**config.mk**
```make
export PLATFORM = sky130hd
export DESIGN_NAME = ex_result_stage
export DESIGN_NICKNAME = d
export VERILOG_FILES = /design/src/rtl/ex_result_stage.sv
export SDC_FILE = /design/constraint.sdc
export NUM_CORES = 1
export LEC_CHECK = 0
export CORE_UTILIZATION = 45
export DETAILED_ROUTE_END_ITERATION = 7
export DONT_BUFFER_PORTS = 1
export PLACE_DENSITY_LB_ADDON = 0.15
export RECOVER_POWER = 25
export SLEW_MARGIN = 25
export SYNTH_ARGS = -nofsm -noshare
export SYNTH_HDL_FRONTEND = slang
export SYNTH_SLANG_ARGS = --single-unit
```
**constraint.sdc**
```tcl
create_clock -name clk -period 1.7 [get_ports clk]
set_input_delay 0.255 -clock clk [delete_from_list [all_inputs] [get_ports clk]]
set_output_delay 0.255 -clock clk [all_outputs]
set_load 0.01 [all_outputs]
```
**src/rtl/ex_result_stage.sv**
```systemverilog
// Execute-path result stage: signed-overflow detection, ADD/SUB saturation,
// Z/V/N flag register and a 2-entry skid buffer toward writeback.
module ex_result_stage (
    input  logic        clk,
    input  logic        rst,
    input  logic        in_valid,
    output logic        in_ready,
    input  logic [1:0]  in_op,
    input  logic [15:0] in_sum,
    input  logic        in_a_msb,
    input  logic        in_b_msb,
    input  logic        flush,
    output logic        out_valid,
    input  logic        out_ready,
    output logic [15:0] out_result,
    output logic        flag_z,
    output logic        flag_v,
    output logic        flag_n
);
    localparam logic [1:0] OP_ADD   = 2'b00;
    localparam logic [1:0] OP_SUB   = 2'b01;
    localparam logic [1:0] OP_LOGIC = 2'b10;

    typedef enum logic [1:0] {
        S_EMPTY = 2'd0,
        S_ONE   = 2'd1,
        S_TWO   = 2'd2
    } state_t;

    state_t      state_reg, state_next;
    logic [15:0] main_result_reg, main_result_next;
    logic [1:0]  main_op_reg, main_op_next;
    logic        main_ovf_reg, main_ovf_next;
    logic [15:0] skid_result_reg, skid_result_next;
    logic [1:0]  skid_op_reg, skid_op_next;
    logic        skid_ovf_reg, skid_ovf_next;
    logic        in_ready_reg, in_ready_next;
    logic        out_valid_reg, out_valid_next;
    logic        z_reg, z_next, v_reg, v_next, n_reg, n_next;

    logic        arith;
    logic        ovf;
    logic [15:0] sat_result;
    logic        accept;
    logic        deq;

    // Incoming entry, formed before it is buffered
    always_comb begin
        arith      = (in_op == OP_ADD) || (in_op == OP_SUB);
        ovf        = arith && (in_a_msb == in_b_msb) && (in_sum[15] != in_a_msb);
        sat_result = in_sum;
        if (ovf) begin
            sat_result = in_a_msb ? 16'h8000 : 16'h7FFF;
        end
    end

    // Flush masks both sides so neither a load nor a flag update happens
    assign accept = in_valid && in_ready_reg && !flush;
    assign deq    = out_valid_reg && out_ready && !flush;

    always_comb begin
        state_next       = state_reg;
        main_result_next = main_result_reg;
        main_op_next     = main_op_reg;
        main_ovf_next    = main_ovf_reg;
        skid_result_next = skid_result_reg;
        skid_op_next     = skid_op_reg;
        skid_ovf_next    = skid_ovf_reg;
        z_next           = z_reg;
        v_next           = v_reg;
        n_next           = n_reg;

        case (state_reg)
            S_EMPTY: begin
                if (accept) begin
                    state_next       = S_ONE;
                    main_result_next = sat_result;
                    main_op_next     = in_op;
                    main_ovf_next    = ovf;
                end
            end
            S_ONE: begin
                if (accept && deq) begin
                    main_result_next = sat_result;
                    main_op_next     = in_op;
                    main_ovf_next    = ovf;
                end else if (accept) begin
                    state_next       = S_TWO;
                    skid_result_next = sat_result;
                    skid_op_next     = in_op;
                    skid_ovf_next    = ovf;
                end else if (deq) begin
                    state_next = S_EMPTY;
                end
            end
            S_TWO: begin
                if (deq) begin
                    state_next       = S_ONE;
                    main_result_next = skid_result_reg;
                    main_op_next     = skid_op_reg;
                    main_ovf_next    = skid_ovf_reg;
                end
            end
            default: state_next = S_EMPTY;
        endcase

        if (deq) begin
            if ((main_op_reg == OP_ADD) || (main_op_reg == OP_SUB)) begin
                z_next = (main_result_reg == 16'h0000);
                n_next = main_result_reg[15];
                v_next = main_ovf_reg;
            end else if (main_op_reg == OP_LOGIC) begin
                z_next = (main_result_reg == 16'h0000);
            end
        end

        if (flush) begin
            state_next = S_EMPTY;
        end

        in_ready_next  = (state_next != S_TWO);
        out_valid_next = (state_next != S_EMPTY);
    end

    always_ff @(posedge clk or posedge rst) begin
        if (rst) begin
            state_reg       <= S_EMPTY;
            main_result_reg <= 16'h0000;
            main_op_reg     <= 2'b00;
            main_ovf_reg    <= 1'b0;
            skid_result_reg <= 16'h0000;
            skid_op_reg     <= 2'b00;
            skid_ovf_reg    <= 1'b0;
            in_ready_reg    <= 1'b1;
            out_valid_reg   <= 1'b0;
            z_reg           <= 1'b0;
            v_reg           <= 1'b0;
            n_reg           <= 1'b0;
        end else begin
            state_reg       <= state_next;
            main_result_reg <= main_result_next;
            main_op_reg     <= main_op_next;
            main_ovf_reg    <= main_ovf_next;
            skid_result_reg <= skid_result_next;
            skid_op_reg     <= skid_op_next;
            skid_ovf_reg    <= skid_ovf_next;
            in_ready_reg    <= in_ready_next;
            out_valid_reg   <= out_valid_next;
            z_reg           <= z_next;
            v_reg           <= v_next;
            n_reg           <= n_next;
        end
    end

    assign in_ready   = in_ready_reg;
    assign out_valid  = out_valid_reg;
    assign out_result = main_result_reg;
    assign flag_z     = z_reg;
    assign flag_v     = v_reg;
    assign flag_n     = n_reg;
endmodule

```
Word-level counts from Yosys, hierarchy flattened
Index checks and enable logic that the tools add are counted.

operators by class
  reduce and logical (&&, ||, !) cells = 21
  bitwise gates (word level) = 1
  equal/unequal tests = 11
  mux-type cells = 23

operators with widths
  operator              count
  $mux W16              5
  $pmux W16 S3          1
  $mux W2               9
  $logic_not A16 Y1     1
  $pmux W2 S3           2
  $ne A2 B2 Y1 const B  4
  $logic_and A1 B1 Y1   7
  $eq A2 B1 Y1 const B  3
  $logic_not A2 Y1      3
  $mux W1               5
  $eq A2 B2 Y1 const B  2
  $reduce_and A2 Y1     2
  $reduce_and A4 Y1     1
  $reduce_bool A2 Y1    2
  $pmux W1 S3           1
  $reduce_and A3 Y1     1
  $reduce_bool A3 Y1    1
  $logic_or A1 B1 Y1    2
  $eq A1 B1 Y1          1
  $logic_not A1 Y1      1
  $ne A1 B1 Y1          1
  $not A1 Y1            1

storage, ports and cells
  word-level logic and storage cells = 68
  input bits = 25
  output and inout port bits = 21
  flip-flop bits (word level) = 45

Logic depth before layout (Yosys ltp)
Gate-level depths: netlist of the first run.

  word-level depth = 8
  gate-level depth with buffers = 6

Worst setup path before layout of the first run
OpenSTA, ideal clock, no wires.

  path type = reg-to-reg
  start point = register out_valid_reg, in the netlist out_valid
  end point = register skid_result_reg[3]
  data required time = 1.608 ns
  cell stages (with the launch flop) = 6
  path buffers = 2
  setup slack = -0.020 ns
  arrival time = 1.628 ns
  path through = dfrtp_1 > a21bo_1 > or4_4 > buf_6 > buf_12 > o31ai_2

between the ends
  longest elaborated chain between the ends = 5

ends and longest elaborated chain
  element                             RTL line  RTL
  start: declaration                  38        logic out_valid_reg, out_valid_next;
  start signal: assignment            148       out_valid_reg <= out_valid_next;
  $logic_and A1 B1 Y1 (2 in series)   59        assign deq = out_valid_reg && out_ready && !flush;
  $logic_and A1 B1 Y1                 83        if (accept && deq) begin
  $not A1 Y1 (no source line)         --
  $reduce_and A3 Y1 (no source line)  --
  end signal: assignment              144       skid_result_reg <= skid_result_next;
  end: declaration                    34        logic [15:0] skid_result_reg, skid_result_next;

No other way between the ends.
A chain may end at the register's enable or synchronous reset.

Worst setup path after layout of the first run
  start point = register out_valid_reg, in the netlist out_valid
  end point = register skid_result_reg[9]

Same word-level chain as after synthesis.

==> flow_summary.json, run 1 <==
{
  "outcome": "completed",
  "ys_seq_area_share_pct": 47.6,
  "slew_headroom_pct": 49.3,
  "vias": 1720,
  "drcViolationCount": 0,
  "max_stage_delay_ns": 0.55,
  "synth.area.top_cells": "dfrtp_1, mux2_2, nand2_1",
  "yosys_warnings": 0,
  "startpoint_type": "flop",
  "crit_chain": "a21bo_4 -> or4_4 -> buf_6 -> o31ai_2",
  "cap_violations": 0,
  "syn_area_per_cell_sq_um": 10.6,
  "antenna_found_initial": 0,
  "hold_class": "input port to flop",
  "antenna_left": 0,
  "overflow": 0,
  "post-route-period-util_pct": 99.5,
  "synth_edf_count": 0,
  "worstPathArrival_ns": 1.90,
  "row_count": 26,
  "die_h_um": 74.6,
  "power.density_mw_per_mm2": 1250,
  "grt_pass1_wl_mm": 8.36,
  "netlist_instances": 224,
  "vdd_drop_max_mv": 0.570,
  "cts-root-buf": "clkbuf_8",
  "cts_made_buffers": 5,
  "final.fill_count": 462,
  "synth.distinct_cells": 40,
  "core_area_sq_mm": 0.00507,
  "mostFrequentLayoutCells": "dfrtp_1, nand2_1, mux2_2",
  "track_usage_pct": 20.3,
  "cts_tree": "yes",
  "synthToLayoutAreaGrowth_pct": 13.9,
  "port_buffers": 0,
  "slowest_stage": "or4_4",
  "gp_congestion": 0.853,
  "finalCoreUtilization_pct": 53.2,
  "timing.fmax_ghz": 0.591,
  "p_leak_nw": 1.14,
  "final_common_cell": "dfrtp_1",
  "cts_max_path_buffers": 2,
  "synth_top_cell_by_area": "dfrtp_1",
  "crit_path_end_kind": "flop",
  "htreeDepth": 2,
  "syn-num-nets": 249,
  "initial_core_util_pct": 46.7,
  "hold_violations": 0,
  "dp_hpwl_mm": 3.71,
  "die_x_um": 74.6,
  "worst_skew_pair.late_latency_ns": 0.30,
  "die_area_sq_mm": 0.00556,
  "drt_pass1_iterations": 4,
  "critPathMaxFanout": 12,
  "setup-violations-final": 0,
  "clk_pin_slew_ns": 0.09,
  "postCtsHoldBufs": 1,
  "cp_data_required_time_ns": 1.91,
  "cts.sinks": 45,
  "synthesis.area_sq_mm": 0.00237,
  "wl_mm": 5.25,
  "antenna_cells": 0,
  "worst_pin_slew_ns": 0.761,
  "final_layout_size_suffix_gt1_share_pct": 28.3,
  "async_reset_ff_share_pct": 100,
  "synth_top_area_share_pct": 46.5,
  "grt_max_degree": 36,
  "synth_seq_cells": 45,
  "avgRoutedWirePerCell_um": 17.1,
  "drt_first_iter_violations": 99,
  "final.setup.tns_ns": 0,
  "final_nets": 261,
  "final_max_slew_viol_count": 0,
  "first_global_vias": 1750,
  "rsz0062_at_grt": "true",
  "crit_type": "flop to flop",
  "io-pin-count": 46,
  "report.power.total_mw": 3.38,
  "viasPerCell": 5.60,
  "fin_crit_ns": 1.69,
  "skew_ns": 0.00648,
  "synth_ff_type": "dfrtp_1"
}
==> kinds of logic after synthesis <==
| group | share of synthesized area (%) |
|---|---|
| compound gates | 21.4 |
| simple gates | 14.7 |
| mux | 11.8 |
| buf+inv | 4.54 |
| flops | 47.6 |
==> through the flow <==
step | worst slack, ns | std cells | hold slack [ns] | cell area [sq um]
5_1_grt | -0.0455 | 307 | -0.00275 | 2700
3_3_place_gp | 0.0549 | 297 | 0.163 | 2540
2_1_floorplan | 0.00201 | 224 | 0.405 | 2370
3_5_place_dp | -0.0251 | 297 | 0.168 | 2540
6_report | 0.00875 | 307 | 0.00913 | 2700
4_1_cts | -0.0114 | 306 | 0.00230 | 2700
==> metal layers <==
metal	vias to the layer above	GRT usage [%]	share of wire (%)
li1	826	-	-
met1	846	26.9	47
met2	42	31.8	45
met3	6	6.50	6.5
met4	0	6.29	1.3
met5	-	0	0
==> report_power, final <==
| part | total, mW | switching (mW) | internal (mW) |
|---|---|---|---|
| clock network | 0.954 | 0.370 | 0.584 |
| registers | 1.74 | 0.325 | 1.41 |
| logic | 0.691 | 0.308 | 0.384 |
==> timing repair <==
item,CTS,global route
hold endpoints to repair,14,1
buffers inserted,0,1
gates resized for setup,4,2
endpoints found under the setup margin,15,18
==> Yosys cell counts (2+ instances only) <==
| cell type | n |
|---|---|
| mux2_1 | 3 |
| nand2_1 | 41 |
| mux2i_1 | 2 |
| clkbuf_1 | 5 |
| o31ai_1 | 18 |
| o21ai_0 | 6 |
| nor2_1 | 19 |
| inv_1 | 4 |
| mux2_2 | 20 |
| buf_6 | 3 |
| a21oi_1 | 2 |
| a21boi_2 | 3 |
| a21boi_1 | 7 |
| nor4_1 | 4 |
| dfrtp_1 | 44 |
| a21boi_0 | 5 |
| o31ai_2 | 12 |
| buf_2 | 4 |
==> layout make-up <==
class	instances	area (sq um)	area share [%]
sequential	45	1130	41.8
clock buffer	5	68.8	2.55
tap	70	87.6	3.24
clock inverter	3	65.1	2.41
timing repair buffer	18	184	6.81
multi-input combinational	162	1150	42.6
inverter	4	15.0	0.556
==> path summary, 6_finish.rpt <==
path	startpoint	end	slack, ns	cells after the start
max in group asynchronous	rst	out_result[3]$_DFFE_PP0P_	0.24	3
setup / recovery	out_valid$_DFF_PP0_	skid_result_reg[9]$_DFFE_PP0P_	0.009	4
hold / removal	flush	out_valid$_DFF_PP0_	0.009	1
setup reg to reg	out_valid$_DFF_PP0_	skid_result_reg[9]$_DFFE_PP0P_	0.009	4
min in group asynchronous	rst	main_op_reg[0]$_DFFE_PP0P_	0.39	2
hold reg to reg	skid_ovf_reg$_DFFE_PP0P_	skid_ovf_reg$_DFFE_PP0P_	0.49	2
==> worst max-delay path: cells and delay by family (launching register included) <==
kind | cells | cell delay [ns]
compound gates | 2 | 0.47
simple gates | 1 | 0.55
flops | 1 | 0.40
buf+inv | 1 | 0.18
No activity file was read; power rests on OpenSTA's default activity.
==> run 2, diff against run 1 <==
CTS_BUF_LIST = sky130_fd_sc_hd__clkbuf_4   (was unset)
==> run 2 against run 1 <==
The run now ends with negative setup slack left. Wire length increased by 0.72%. Non-clock buffer count increased by 1. Sequential power is essentially flat. Core utilization decreased by 0.37 points. Combinational power rose by 0.6%. Global-route usage increased by 0.40 points. Power fell by 4.2%. Clock skew rose by 0.0033 ns. Largest power group unchanged.
==> flow_summary.json, run 2 (same netlist as run 1, synthesis figures left out) <==
{
  "crit_buf_inv": 1,
  "antenna_cells": 0,
  "timing.fmax_ghz": 0.584,
  "worst_skew_pair.late_latency_ns": 0.36,
  "slew_headroom_pct": 49.8,
  "antenna_left": 0,
  "slowest_stage": "or4_4",
  "final_common_cell": "dfrtp_1",
  "synthToLayoutAreaGrowth_pct": 13.1,
  "cap_violations": 0,
  "viasPerCell": 5.63,
  "cts_max_path_buffers": 2,
  "hold_class": "input port to flop",
  "p_switching_uw": 990,
  "core_area_sq_mm": 0.00507,
  "holdWs_ns": 0.0367,
  "dp_hpwl_mm": 3.71,
  "vias": 1734,
  "outcome": "finished, violations left",
  "avgRoutedWirePerCell_um": 17.2,
  "crit_type": "flop to flop",
  "drt_pass1_iterations": 4,
  "antenna_found_initial": 0,
  "track_usage_pct": 20.7,
  "initial_core_util_pct": 46.7,
  "die_x_um": 74.6,
  "cts_tree": "yes",
  "power.density_mw_per_mm2": 1210,
  "critPathMaxFanout": 12,
  "final_max_slew_viol_count": 0,
  "rsz0062_at_grt": "true",
  "hold_violations": 0,
  "cts.sinks": 45,
  "die_area_sq_mm": 0.00556,
  "vdd_drop_max_mv": 0.571,
  "wl_mm": 5.28,
  "finalCoreUtilization_pct": 52.8,
  "cts_made_buffers": 5,
  "htreeDepth": 2,
  "combPwrFrac_pct": 21.4,
  "p_sw_share_pct": 30.6,
  "clk_pin_slew_ns": 0.13,
  "skew_ns": 0.00976,
  "row_count": 26,
  "final_nets": 262,
  "worstPathArrival_ns": 1.98,
  "drt_first_iter_violations": 93,
  "startpoint_type": "flop",
  "gp_congestion": 0.853,
  "grt_max_degree": 36,
  "cts-root-buf": "clkbuf_4",
  "crit_path_end_kind": "flop",
  "setup-violations-final": 5,
  "crit_chain": "a21bo_4 -> or4_4 -> buf_6 -> o31ai_2",
  "io-pin-count": 46,
  "final_layout_size_suffix_gt1_share_pct": 27.7,
  "die_h_um": 74.6,
  "power.internal_mw": 2.25,
  "seqPwrFrac_pct": 53.6,
  "mostFrequentLayoutCells": "dfrtp_1, nand2_1, mux2_2",
  "cp_data_required_time_ns": 1.97,
  "final.setup.tns_ns": -0.0275,
  "violations": "negative setup slack",
  "first_global_vias": 1770,
  "grt_pass1_wl_mm": 8.56,
  "fin_crit_ns": 1.71,
  "overflow": 0,
  "port_buffers": 0,
  "crit_family": "simple AND/OR/NAND/NOR gates",
  "setup_slack_ns": -0.0112,
  "pwr-share-clk_pct": 25.0,
  "p_leak_nw": 1.13,
  "worst_pin_slew_ns": 0.752,
  "drcViolationCount": 0,
  "post-route-period-util_pct": 101,
  "max_stage_delay_ns": 0.55
}
==> run 2: cell types whose count changed in the layout (fill, tap and decap cells not counted) <==
| cell | change |
|---|---|
| clkbuf_8 | -5 |
| clkbuf_4 | +5 |
| buf_4 | -1 |
| dlygate4sd3_1 | +2 |
==> run 2: area by class of cell <==
type | count | area [sq um]
flip-flops and latches | 45 | 1130
well taps | 70 | 87.6
multi-input cells | 162 | 1150
clock buffers | 5 | 37.5
repair buffers | 19 | 196
fillers | 459 | 2390
inverters | 4 | 15.0
clock inverters | 3 | 65.1
==> run 2: worst reg2reg max path, delay by kind of cell, from the launching register on <==
family          cells  cell delay [ns]
simple gates        1             0.55
compound gates      2             0.49
flops               1             0.41
buf+inv             1             0.18
==> run 2: per-layer routing <==
| layer | vias to the layer above | share of wire [%] | track usage [%] |
|---|---|---|---|
| met5 | - | 0 | 0 |
| met4 | 0 | 0.98 | 5.87 |
| met3 | 5 | 8.2 | 7.32 |
| met2 | 50 | 47 | 32.4 |
| met1 | 846 | 43 | 27.3 |
| li1 | 833 | - | - |
==> run 2: final timing paths <==
check / endpoint / slack [ns] / startpoint / depth (start not counted)
min in group asynchronous: main_op_reg[0]$_DFFE_PP0P_ / 0.32 / rst / 2
worst min-delay path: in_ready$_DFF_PP1_ / 0.04 / flush / 1
max in group asynchronous: out_result[4]$_DFFE_PP0P_ / 0.31 / rst / 3
worst min register to register: skid_ovf_reg$_DFFE_PP0P_ / 0.50 / skid_ovf_reg$_DFFE_PP0P_ / 2
worst max-delay path: skid_result_reg[4]$_DFFE_PP0P_ / -0.01 / state_reg[0]$_DFF_PP0_ / 4
worst max register to register: skid_result_reg[4]$_DFFE_PP0P_ / -0.01 / state_reg[0]$_DFF_PP0_ / 4
==> run 2: timing repair <==
item	in CTS	in global routing
pin swaps	0	0
endpoints found under the hold margin	16	1
gates resized for setup	4	2
endpoints found under the setup margin	15	29
buffers inserted	0	0
hold buffers	2	1
==> run 2: power by group through the flow <==
stage          combinational [mW]  sequential, mW  clock [mW]
2_1_floorplan               0.557            1.68           0
3_5_place_dp                0.689            1.76           0
3_3_place_gp                0.653            1.75           0
4_1_cts                     0.702            1.74       0.839
6_report                    0.695            1.74       0.810
5_1_grt                     0.774            1.79       0.874
==> run 2: stage by stage <==
step / setup slack (ns) / power (mW) / instances / area [sq um]
global route: -0.0641 / 3.44 / 308 / 2680
CTS: -0.0216 / 3.28 / 307 / 2680
floorplan: 0.00201 / 2.23 / 224 / 2370
detailed placement: -0.0251 / 2.45 / 297 / 2540
global placement: 0.0549 / 2.40 / 297 / 2540
finish: -0.0112 / 3.24 / 308 / 2680
==> run 3, diff against run 2 <==
--- a/config.mk
+++ b/config.mk
@@ -10,5 +10,5 @@
 export DETAILED_ROUTE_END_ITERATION = 7
 export DONT_BUFFER_PORTS = 1
-export PLACE_DENSITY_LB_ADDON = 0.15
+export PLACE_DENSITY = 0.72
 export RECOVER_POWER = 25
 export SLEW_MARGIN = 25
==> constraint.sdc (replaced) <==
create_clock -name clk -period 1.7 [get_ports clk]
set_input_delay 0.425 -clock clk [delete_from_list [all_inputs] [get_ports clk]]
set_output_delay 0.425 -clock clk [all_outputs]
set_load 0.01 [all_outputs]
==> run 3 against run 2 <==
The flow now finishes without violations. Register-to-register slack better by 0.02 ns. Combinational power up 5.0%. Wire length down 0.34%. Maximum frequency up 1.3%. Final cell count up 3.9%. Setup slack better by 0.022 ns. Power down 8.7%. Critical path depth unchanged. Core utilization up 0.89 points. Sequential cell count unchanged. Highest routed layer unchanged.
==> flow_summary.json, run 3 (same netlist as run 1, synthesis figures left out) <==
{
  "cts_tree": "yes",
  "viasPerCell": 5.56,
  "fin_crit_ns": 1.69,
  "wirelength_met1_mm": 2.43,
  "cts_max_path_buffers": 2,
  "slew_headroom_pct": 32.0,
  "cts.sinks": 45,
  "post-route-period-util_pct": 99.3,
  "wl_met2_mm": 2.42,
  "worstPathArrival_ns": 1.95,
  "port_buffers": 0,
  "cp_data_required_time_ns": 1.96,
  "final_layout_size_suffix_gt1_share_pct": 31.2,
  "final_nets": 274,
  "worst_pin_slew_ns": 1.02,
  "placedCellCount": 309,
  "dp_hpwl_mm": 3.61,
  "overflow": 0,
  "final_max_slew_viol_count": 0,
  "final.setup.tns_ns": 0,
  "mostFrequentLayoutCells": "dfrtp_1, nand2_1, buf_4",
  "p_leak_nw": 1.17,
  "cts_made_buffers": 5,
  "timing.fmax_ghz": 0.592,
  "gp_congestion": 0.738,
  "outcome": "completed",
  "critPathMaxFanout": 7,
  "grt_max_degree": 46,
  "dr.max_layer_used": "met4",
  "startpoint_type": "flop",
  "vias": 1778,
  "worst_skew_pair.late_latency_ns": 0.36,
  "hold_start": "flush",
  "first_global_vias": 1693,
  "vdd_drop_max_mv": 0.613,
  "antenna_found_initial": 0,
  "crit_path_end_kind": "flop",
  "dr_wl_met3_um": 344,
  "antenna_left": 0,
  "wl_mm": 5.27,
  "die_area_sq_mm": 0.00556,
  "final_common_cell": "dfrtp_1",
  "hold_violations": 0,
  "fin_cells": 320,
  "rsz0062_at_grt": "true",
  "track_usage_pct": 20.2,
  "core_area_sq_mm": 0.00507,
  "drt_pass1_iterations": 4,
  "cap_violations": 0,
  "initial_core_util_pct": 46.7,
  "cts-root-buf": "clkbuf_4",
  "io-pin-count": 46,
  "drt_first_iter_violations": 105,
  "skew_ns": 0.0129,
  "setup-violations-final": 0,
  "grt_pass1_wl_mm": 8.27,
  "hold_class": "input port to flop",
  "drcViolationCount": 0,
  "htreeDepth": 2,
  "row_count": 26,
  "antenna_cells": 0,
  "setup.worst_path.start": "in_ready$_DFF_PP1_",
  "clk_pin_slew_ns": 0.13,
  "power.density_mw_per_mm2": 1080,
  "die_h_um": 74.6,
  "r2r_start": "in_ready$_DFF_PP1_",
  "die_x_um": 74.6,
  "synthToLayoutAreaGrowth_pct": 15.0,
  "crit_type": "flop to flop",
  "avgRoutedWirePerCell_um": 16.5
}
[run 3: path summary, 6_finish.rpt]
| kind | slack (ns) | to | depth (start not counted) |
|---|---|---|---|
| min in group asynchronous | 0.83 | skid_result_reg[6]$_DFFE_PP0P_ | 3 |
| max in group asynchronous | 0.24 | skid_result_reg[9]$_DFFE_PP0P_ | 3 |
| setup reg to reg | 0.01 | skid_op_reg[1]$_DFFE_PP0P_ | 4 |
| setup / recovery | 0.01 | skid_op_reg[1]$_DFFE_PP0P_ | 4 |
| hold reg to reg | 0.49 | skid_result_reg[15]$_DFFE_PP0P_ | 1 |
| hold / removal | 0.11 | out_valid$_DFF_PP0_ | 1 |
[run 3: metal layers]
metal  up-vias  GRT usage (%)
li1        866              -
met2        48           30.8
met4         0           8.81
met1       856           27.4
met5         -              0
met3         8           4.88
[run 3: cell type report]
| class | instances | area (sq um) |
|---|---|---|
| inverters | 4 | 15.0 |
| fillers | 470 | 2350 |
| well taps | 70 | 87.6 |
| flip-flops and latches | 45 | 1130 |
| clock inverters | 3 | 12.5 |
| multi-input cells | 162 | 1160 |
| repair buffers | 31 | 282 |
| clock buffers | 5 | 37.5 |
[run 3: repair_timing]
action	CTS	global route
buffers inserted	2	0
setup endpoints to repair	14	33
pin swaps	0	0
endpoints found under the hold margin	44	0
hold buffers	1	0
gates resized for setup	3	5
[run 3: report_power, final]
| group | switching (mW) | internal (mW) | leakage [nW] |
|---|---|---|---|
| registers | 0.329 | 1.41 | 0.565 |
| clock network | 0.339 | 0.150 | 0.0300 |
| logic | 0.321 | 0.409 | 0.575 |
[run 3: critical path, stage by stage (launching register included)]
cell and delay (ns):
dfstp_2 0.56, nand2_2 0.08, or4_4 0.51, buf_4 0.18, mux2_2 0.26
[run 3: per-stage QoR]
| step | util [%] | setup slack (ns) | cell area (sq um) | power [mW] | hold WS, ns |
|---|---|---|---|---|---|
| after floorplan | - | -0.0237 | 2370 | 2.23 | 0.448 |
| after global placement | 51.7 | -0.0333 | 2630 | 2.42 | 0.375 |
| after detailed placement | 51.7 | -0.0772 | 2630 | 2.47 | 0.367 |
| after CTS | 53.4 | 0.00736 | 2710 | 2.95 | 0.0984 |
| after global routing | 53.7 | -0.0465 | 2730 | 3.14 | 0.0855 |
| final | 53.7 | 0.0113 | 2730 | 2.96 | 0.110 |
